## config.mk

```make
export PLATFORM = sky130hd
export DESIGN_NAME = max_pool_2x2_stream
export DESIGN_NICKNAME = d
export VERILOG_FILES = /design/src/rtl/cnn_pkg.sv /design/src/rtl/pool_line_buf.sv /design/src/rtl/max_pool_2x2_stream.sv
export SDC_FILE = /design/constraint.sdc
export NUM_CORES = 1
export LEC_CHECK = 0
export ABC_AREA = 1
export BUFFER_PORTS_ARGS = -buffer_cell sky130_fd_sc_hd__buf_4
export CORE_MARGIN = 4
export CORE_UTILIZATION = 62
export CTS_BUF_LIST = sky130_fd_sc_hd__clkbuf_4 sky130_fd_sc_hd__clkbuf_8
export CTS_CLUSTER_DIAMETER = 200
export CTS_CLUSTER_SIZE = 14
export DETAILED_ROUTE_END_ITERATION = 6
export PLACE_DENSITY = 0.89
export SLEW_MARGIN = 0
export SYNTH_ARGS = -nofsm -noshare
export SYNTH_HDL_FRONTEND = slang
export SYNTH_SLANG_ARGS = --single-unit
```

## constraint.sdc

```tcl
create_clock -name clk -period 3.81 [get_ports clk]
set_clock_uncertainty 0.05 [all_clocks]
set_input_delay 0.381 -clock clk [delete_from_list [all_inputs] [get_ports clk]]
set_output_delay 0.381 -clock clk [all_outputs]
set_load 0.1 [all_outputs]
```

## src/rtl/cnn_pkg.sv

```systemverilog
// Shared defaults and helpers for the CNN pooling datapath.
package cnn_pkg;

  localparam int PP      = 8;
  localparam int DIM     = 10;
  localparam int OUT_DIM = DIM / 2;

  // Wide signed carrier so smax serves any pixel width up to 32 bits.
  typedef logic signed [31:0] word_t;

  function automatic word_t smax(input word_t a, input word_t b);
    return (a > b) ? a : b;
  endfunction

endpackage

```

## src/rtl/pool_line_buf.sv

```systemverilog
// Half-row buffer of horizontal pair maxima; sync write, combinational read.
module pool_line_buf #(
  parameter int PP    = cnn_pkg::PP,
  parameter int DEPTH = cnn_pkg::OUT_DIM,
  parameter int AW    = (DEPTH > 1) ? $clog2(DEPTH) : 1
) (
  input  logic                 clk,
  input  logic                 we,
  input  logic [AW-1:0]        addr,
  input  logic signed [PP:0]   wdata,
  output logic signed [PP:0]   rdata
);

  logic signed [PP:0] mem [DEPTH];

  always_ff @(posedge clk) begin
    if (we) mem[addr] <= wdata;
  end

  assign rdata = mem[addr];

endmodule

```

## src/rtl/max_pool_2x2_stream.sv

```systemverilog
// Streaming 2x2 stride-2 signed max-pool over one raster-order feature map.
module max_pool_2x2_stream #(
  parameter int PP  = cnn_pkg::PP,
  parameter int DIM = cnn_pkg::DIM
) (
  input  logic               clk,
  input  logic               reset,
  input  logic signed [PP:0] pxl_in,
  input  logic               in_valid,
  output logic signed [PP:0] pool_out,
  output logic               out_valid,
  output logic               frame_done
);
  import cnn_pkg::*;

  localparam int OUT_DIM = DIM / 2;
  localparam int CW      = (DIM > 1) ? $clog2(DIM) : 1;
  localparam int AW      = (OUT_DIM > 1) ? $clog2(OUT_DIM) : 1;

  typedef logic [CW-1:0]      cnt_t;
  typedef logic signed [PP:0] pix_t;

  localparam cnt_t LAST      = cnt_t'(DIM - 1);
  localparam cnt_t SPAN_LAST = cnt_t'(2 * OUT_DIM - 1);

  cnt_t          col;
  cnt_t          row;
  pix_t          h_reg;
  pix_t          h_max;
  pix_t          win_max;
  pix_t          lb_rdata;
  logic [AW-1:0] lb_addr;
  logic          in_win;
  logic          lb_we;

  // Odd DIM: the trailing row/column falls outside every window.
  always_comb begin
    in_win  = (col <= SPAN_LAST) && (row <= SPAN_LAST);
    lb_addr = AW'(col >> 1);
    h_max   = pix_t'(smax(word_t'(h_reg), word_t'(pxl_in)));
    win_max = pix_t'(smax(word_t'(lb_rdata), word_t'(h_max)));
    lb_we   = in_valid && in_win && col[0] && !row[0];
  end

  pool_line_buf #(
    .PP    (PP),
    .DEPTH (OUT_DIM),
    .AW    (AW)
  ) u_line_buf (
    .clk   (clk),
    .we    (lb_we),
    .addr  (lb_addr),
    .wdata (h_max),
    .rdata (lb_rdata)
  );

  always_ff @(posedge clk or posedge reset) begin
    if (reset) begin
      col        <= '0;
      row        <= '0;
      h_reg      <= '0;
      pool_out   <= '0;
      out_valid  <= 1'b0;
      frame_done <= 1'b0;
    end else begin
      out_valid  <= 1'b0;
      frame_done <= 1'b0;
      if (in_valid) begin
        if (col == LAST) begin
          col <= '0;
          row <= (row == LAST) ? '0 : row + 1'b1;
        end else begin
          col <= col + 1'b1;
        end
        if (in_win) begin
          if (!col[0]) begin
            h_reg <= pxl_in;
          end else if (row[0]) begin
            pool_out   <= win_max;
            out_valid  <= 1'b1;
            frame_done <= (col == SPAN_LAST) && (row == SPAN_LAST);
          end
        end
      end
    end
  end

endmodule

```

==> results of run 1 <==
synth_stat cells, types with 2 or more instances:
master     n
a21oi_2    2
nor2_1    30
xor2_1     2
nand3_2    5
nor2_2     3
inv_1     64
inv_2      8
o21ai_0   21
nor2_4     3
nor3_1     3
dfrtp_1   28
nand4_1   12
nand2_1   93
ha_1      18
nand3_1   23
edfxtp_1  45
a21oi_1   21
o21ai_2    2
final cells by class:
cell class | count | area (um^2) | area share [%]
multi-input combinational | 247 | 1340 | 32.8
sequential | 73 | 2050 | 50.1
clock buffer | 10 | 131 | 3.21
inverter | 73 | 274 | 6.68
timing repair buffer | 22 | 165 | 4.03
clock inverter | 6 | 42.5 | 1.04
tap | 72 | 90.1 | 2.20
worst max-delay path by stage:
stage | slack [ns] | from | depth (start not counted) | endpoint
CTS | 0.44 | col[3] | 16 | pool_out[8]
floorplan | 0.87 | pxl_in[8] | 20 | pool_out[0]
finish | 0.40 | col[3] | 16 | pool_out[8]
global placement | 0.60 | pxl_in[8] | 21 | pool_out[5]
detailed placement | 0.37 | pxl_in[8] | 22 | pool_out[8]
global route | 0.13 | h_reg[8] | 20 | pool_out[8]
cell usage in the layout (no fill, tap or decap), types with 2 or more instances in the layout:
master and instances:
a21oi_1 21, a21oi_2 2, buf_4 22, clkbuf_8 9, clkinv_2 2, clkinvlp_4 2, dfrtp_1 28, edfxtp_1 45
ha_1 18, inv_1 64, inv_2 8, nand2_1 93, nand3_1 23, nand3_2 5, nand4_1 12, nor2_1 30
nor2_2 3, nor2_4 3, nor3_1 3, o21ai_0 21, o21ai_2 2, xor2_1 2
logic make-up (layout without fill, tap and decap cells):
family / after synthesis / in the layout / share of synthesized area (%)
adders and majority gates: 18 / 18 / 6.09
DFF: 73 / 73 / 55.5
and+or+nand+nor: 179 / 179 / 22.7
buffers and inverters: 77 / 111 / 8.16
AOI/OAI and AO/OA: 48 / 48 / 7.04
xor gates and xnor gates: 2 / 2 / 0.474
stage by stage:
stage	area [um^2]	hold slack [ns]
floorplan	3700	0.392
global placement	3930	0.403
detailed placement	3930	0.412
CTS	4100	0.273
global route	4100	0.293
finish	4100	0.257
layer usage:
metal,vias to the layer above,GRT usage [%]
met1,1326,28.5
met5,-,0
met4,0,7.91
met2,90,36.9
li1,1355,-
met3,12,4.85
==> out/results.ini, run 1 <==
[worst_setup_path]
path_max_fanout = 12
slowest_stage = dfrtp_1
crit_top_cell = nand3_1
crit_family = simple AND/OR/NAND/NOR gates
critPathCaptureType = flip-flop
worstReg2RegStart = col[3]
worstPathRequired_ns = 4.04
max_stage_delay_ns = 0.71
reg2reg_slack_ns = 0.40
crit_path_cell_trace = inv_2 > nand3_1 > o21ai_2 > nor4_2 > inv_1 > ha_1 > nand2_1 > nor2_1 > nand3b_1 > nand3_1 > nand2_1 > o21ai_2 > inv_2 > nand3_1 > nand3_1 > nand2_1
r2r_cells = 16
arrival_ns = 3.64
crit_type = flip-flop to flip-flop
path_buf_inv = 3
r2r-end = pool_out[8]
start_kind = flip-flop

[timing]
rsz0062_at_grt = false
finalSetupViolations = 0
fin_setup_tns_ns = 0
period_share_pct = 89.5
setup_ws_ns = 0.400
hold_viol = 0
worst_pin_slew_ns = 1.07
period_needed_ns = 3.41
fmax_mhz = 293
final_max_slew_viol_count = 0
relSlewSlack_pct = 28.5

[cells_and_area]
syn2layout_area_growth_pct = 10.9
diodes = 0
largest_reg_flops = 45
nets = 456
layout-drive-gt1-share_pct = 15.3
final_cells = 503
postLayoutCoreUtil_pct = 72.7
fill_cells = 387

[clock_tree]
clk_latency_ns = 0.34
ctsHoldBuffers = 0
cts.htree.levels = 3
clock-sinks = 73
cts.repair.resized = 0
cts_buffers = 9
clkTransAtPathRegs_ns = 0.08
cts_setup_buffers = 0
root_buffer = clkbuf_8
cts_tree = done
cts_max_path_buffers = 2

[placed_design]
dp_slack_ns = 0.374
dp_cells = 487
gp_congestion = 0.854
hpwl_mm = 5.37
io_buffers = 22

[floorplan]
die_h_um = 85.2
die_w_um = 85.2
rows = 27
fp.coreArea_um2 = 5640
initial_core_util_pct = 65.5
io_pins = 23
fp.dieArea_um2 = 7260

[synth]
syn-cell-area_um2 = 3700
yosysWarnings = 0
syn_nets = 427
syn_inst = 397
synth_seq_cells = 73
yosysTopAreaCell = edfxtp_1
ys.flop_type = edfxtp_1
yosysSeqAreaShare_pct = 55.5
ys_async_sr_fraction_pct = 38.4
synth_area_leaders = edfxtp_1 (37%), dfrtp_1 (19%), nand2_1 (9.4%)
synth_top_area_share_pct = 36.5
synth_edf_count = 45
syn_area_per_cell_um2 = 9.31
synth.distinct_cells = 32

[outcome]
outcome = completed

[detailed_routing]
highest_layer = met4
drt_iter0_markers = 177
antenna_left = 0
totalWireLength_mm = 7.47
dr.pass1.iters = 5
vias = 2783
m1WireLength_mm = 3.15
via_per_inst = 5.53
wl_met3_um = 503
drc = 0
wire_per_inst_um = 14.9
dr_wl_met2_mm = 3.70

[job]
cap_violations = 0

[min_path]
min_path_type = primary input to asynchronous set/reset pin

[grt]
grt_pass1_vias = 2704
grt_max_degree = 29
grt_overflow = 0
track_usage_pct = 22.1
grt_pass1_wl_mm = 12.5
antenna_found_initial = 0

Power of run 1 is not shown: default switching activity piles up to over one toggle a cycle in this logic, so the estimate is an artifact.
==> inputs of run 2 (changes only) <==
- clock period: 3.81 -> 4.3 ns (I/O delays scaled with it)
==> run 2 against run 1 <==
Compared with the run above:
- sequential cell count unchanged
- via count increased by 0.61%
- clock-buffer cell count unchanged
- routed wire length increased by 0.41%
- sequential share of layout area unchanged
- fmax increased by 0.75%
- critical endpoint unchanged
==> out/results.ini, run 2 (synthesis gave the netlist of run 1 again) <==
[worst_setup_path]
crit_type = flip-flop to flip-flop
start_kind = flip-flop
worstPathRequired_ns = 4.53  ; +0.49 ns
crit_path_cell_trace = ha_1 > nand2_2 > inv_1 > a21oi_2 > nand4_1 > nand2_4 > nand2_1 > nand2_1 > inv_1 > ha_1 > nand2_1 > nor2_1 > nand3b_1 > nand3_1 > nand2_1 > o21ai_2 > inv_2 > nand3_1 > nand3_1 > nand2_1
crit_top_cell = nand2_1
critPathCaptureType = flip-flop
max_stage_delay_ns = 0.42  ; -0.29 ns
slowest_stage = dfrtp_1
arrival_ns = 3.61  ; -0.03 ns
path_max_fanout = 10  ; -2

[detailed_routing]
antenna_left = 0  ; unchanged
drc = 0  ; unchanged
dr.pass1.iters = 5  ; unchanged
drt_iter0_markers = 170  ; -4.0%
wire_per_inst_um = 14.9  ; +0.41%
totalWireLength_mm = 7.50  ; +0.41%
vias = 2800  ; +0.61%
via_per_inst = 5.57  ; +0.61%

[cells_and_area]
syn2layout_area_growth_pct = 10.9  ; unchanged
nets = 456  ; unchanged
regArea_um2 = 2050  ; unchanged
mostFrequentLayoutCell = nand2_1
diodes = 0  ; unchanged
multiInputGateArea_um2 = 1340  ; unchanged
largest_reg_flops = 45  ; unchanged
layout-drive-gt1-share_pct = 15.3  ; unchanged
fill_cells = 394  ; +1.8%
final_cell_mix = nand2_1 (93), inv_1 (64), edfxtp_1 (45)

[timing]
worst_pin_slew_ns = 1.08  ; +0.0116 ns
period_share_pct = 78.7  ; -11 points
finalSetupViolations = 0  ; unchanged
final_max_slew_viol_count = 0  ; unchanged
fin_setup_tns_ns = 0  ; unchanged
period_needed_ns = 3.38  ; -0.0253 ns
fmax_mhz = 295  ; +0.75%
relSlewSlack_pct = 27.7  ; -0.78 points
rsz0062_at_grt = false
hold_viol = 0  ; unchanged

[grt]
grt_max_degree = 29  ; unchanged
grt_pass1_vias = 2674  ; -1.1%
track_usage_pct = 22.3  ; +0.17 points
grt_pass1_wl_mm = 12.6  ; +0.50%
grt_overflow = 0  ; unchanged
antenna_found_initial = 0  ; unchanged

[clock_tree]
clk_latency_ns = 0.34  ; about the same
cts_tree = done
clock-sinks = 73  ; unchanged
cts_max_path_buffers = 2  ; unchanged
root_buffer = clkbuf_8
clkTransAtPathRegs_ns = 0.08  ; about the same
cts_buffers = 9  ; unchanged
ctsHoldBuffers = 0  ; unchanged
cts.repair.resized = 0  ; unchanged
cts_setup_buffers = 0  ; unchanged
cts.htree.levels = 3  ; unchanged

[outcome]
outcome = completed

[floorplan]
die_h_um = 85.2  ; unchanged
rows = 27  ; unchanged
initial_core_util_pct = 65.5  ; unchanged
fp.coreArea_um2 = 5640  ; unchanged
io_pins = 23  ; unchanged
fp.dieArea_um2 = 7260  ; unchanged
die_w_um = 85.2  ; unchanged

[placed_design]
hpwl_mm = 5.39  ; +0.46%
gp_congestion = 0.854  ; unchanged
io_buffers = 22  ; unchanged

[min_path]
min_path_type = primary input to asynchronous set/reset pin

[job]
cap_violations = 0  ; unchanged

## run 2: cell counts in the layout (fill, tap and decap cells not counted)
Identical to the previous run, type by type.
## run 2: per-layer routing
metal  vias to the layer above  track usage (%)  wire [um]
met2                        79             37.4       3800
met1                      1353             29.1       3270
met3                        10             4.37        316
li1                       1358                -          -
met5                         -                0          0
met4                         0             7.63        121
## run 2: final timing paths
check                           cells past startpoint          end       from  slack [ns]
worst max-delay path                               20  pool_out[8]   h_reg[8]        0.92
worst min-delay path                                2    out_valid      reset        0.31
worst max register to register                     20  pool_out[8]   h_reg[8]        0.92
worst min register to register                      1       row[0]     row[0]        0.43
max in group asynchronous                           2  pool_out[6]      reset        3.23
min in group clk                                    3     h_reg[8]  pxl_in[8]        0.33
## run 2: area by class of cell
| type | count | share of cell area (%) |
|---|---|---|
| Clock buffer | 10 | 3.21 |
| Clock inverter | 6 | 1.04 |
| Inverter | 73 | 6.68 |
| Multi-Input combinational cell | 247 | 32.8 |
| Sequential cell | 73 | 50.1 |
| Tap cell | 72 | 2.20 |
| Timing Repair Buffer | 22 | 4.03 |
## run 2: through the flow
stage	instance area, um^2	worst slack [ns]	util (%)	std cells	hold slack [ns]
2_1_floorplan	3700	1.31	-	397	0.392
3_3_place_gp	3930	1.04	69.6	487	0.403
3_5_place_dp	3930	0.821	69.6	487	0.412
4_1_cts	4100	0.943	72.7	503	0.322
5_1_grt	4100	0.617	72.7	503	0.343
6_report	4100	0.915	72.7	503	0.308
## run 2: worst max-delay path: cells and delay by family, from the launching register on
kind	cells	cell delay [ns]
compound gates	2	0.36
fa+ha+maj	2	0.71
buf+inv	3	0.30
flops	1	0.42
simple gates	13	1.48
Power of run 2 is left out for the same reason.
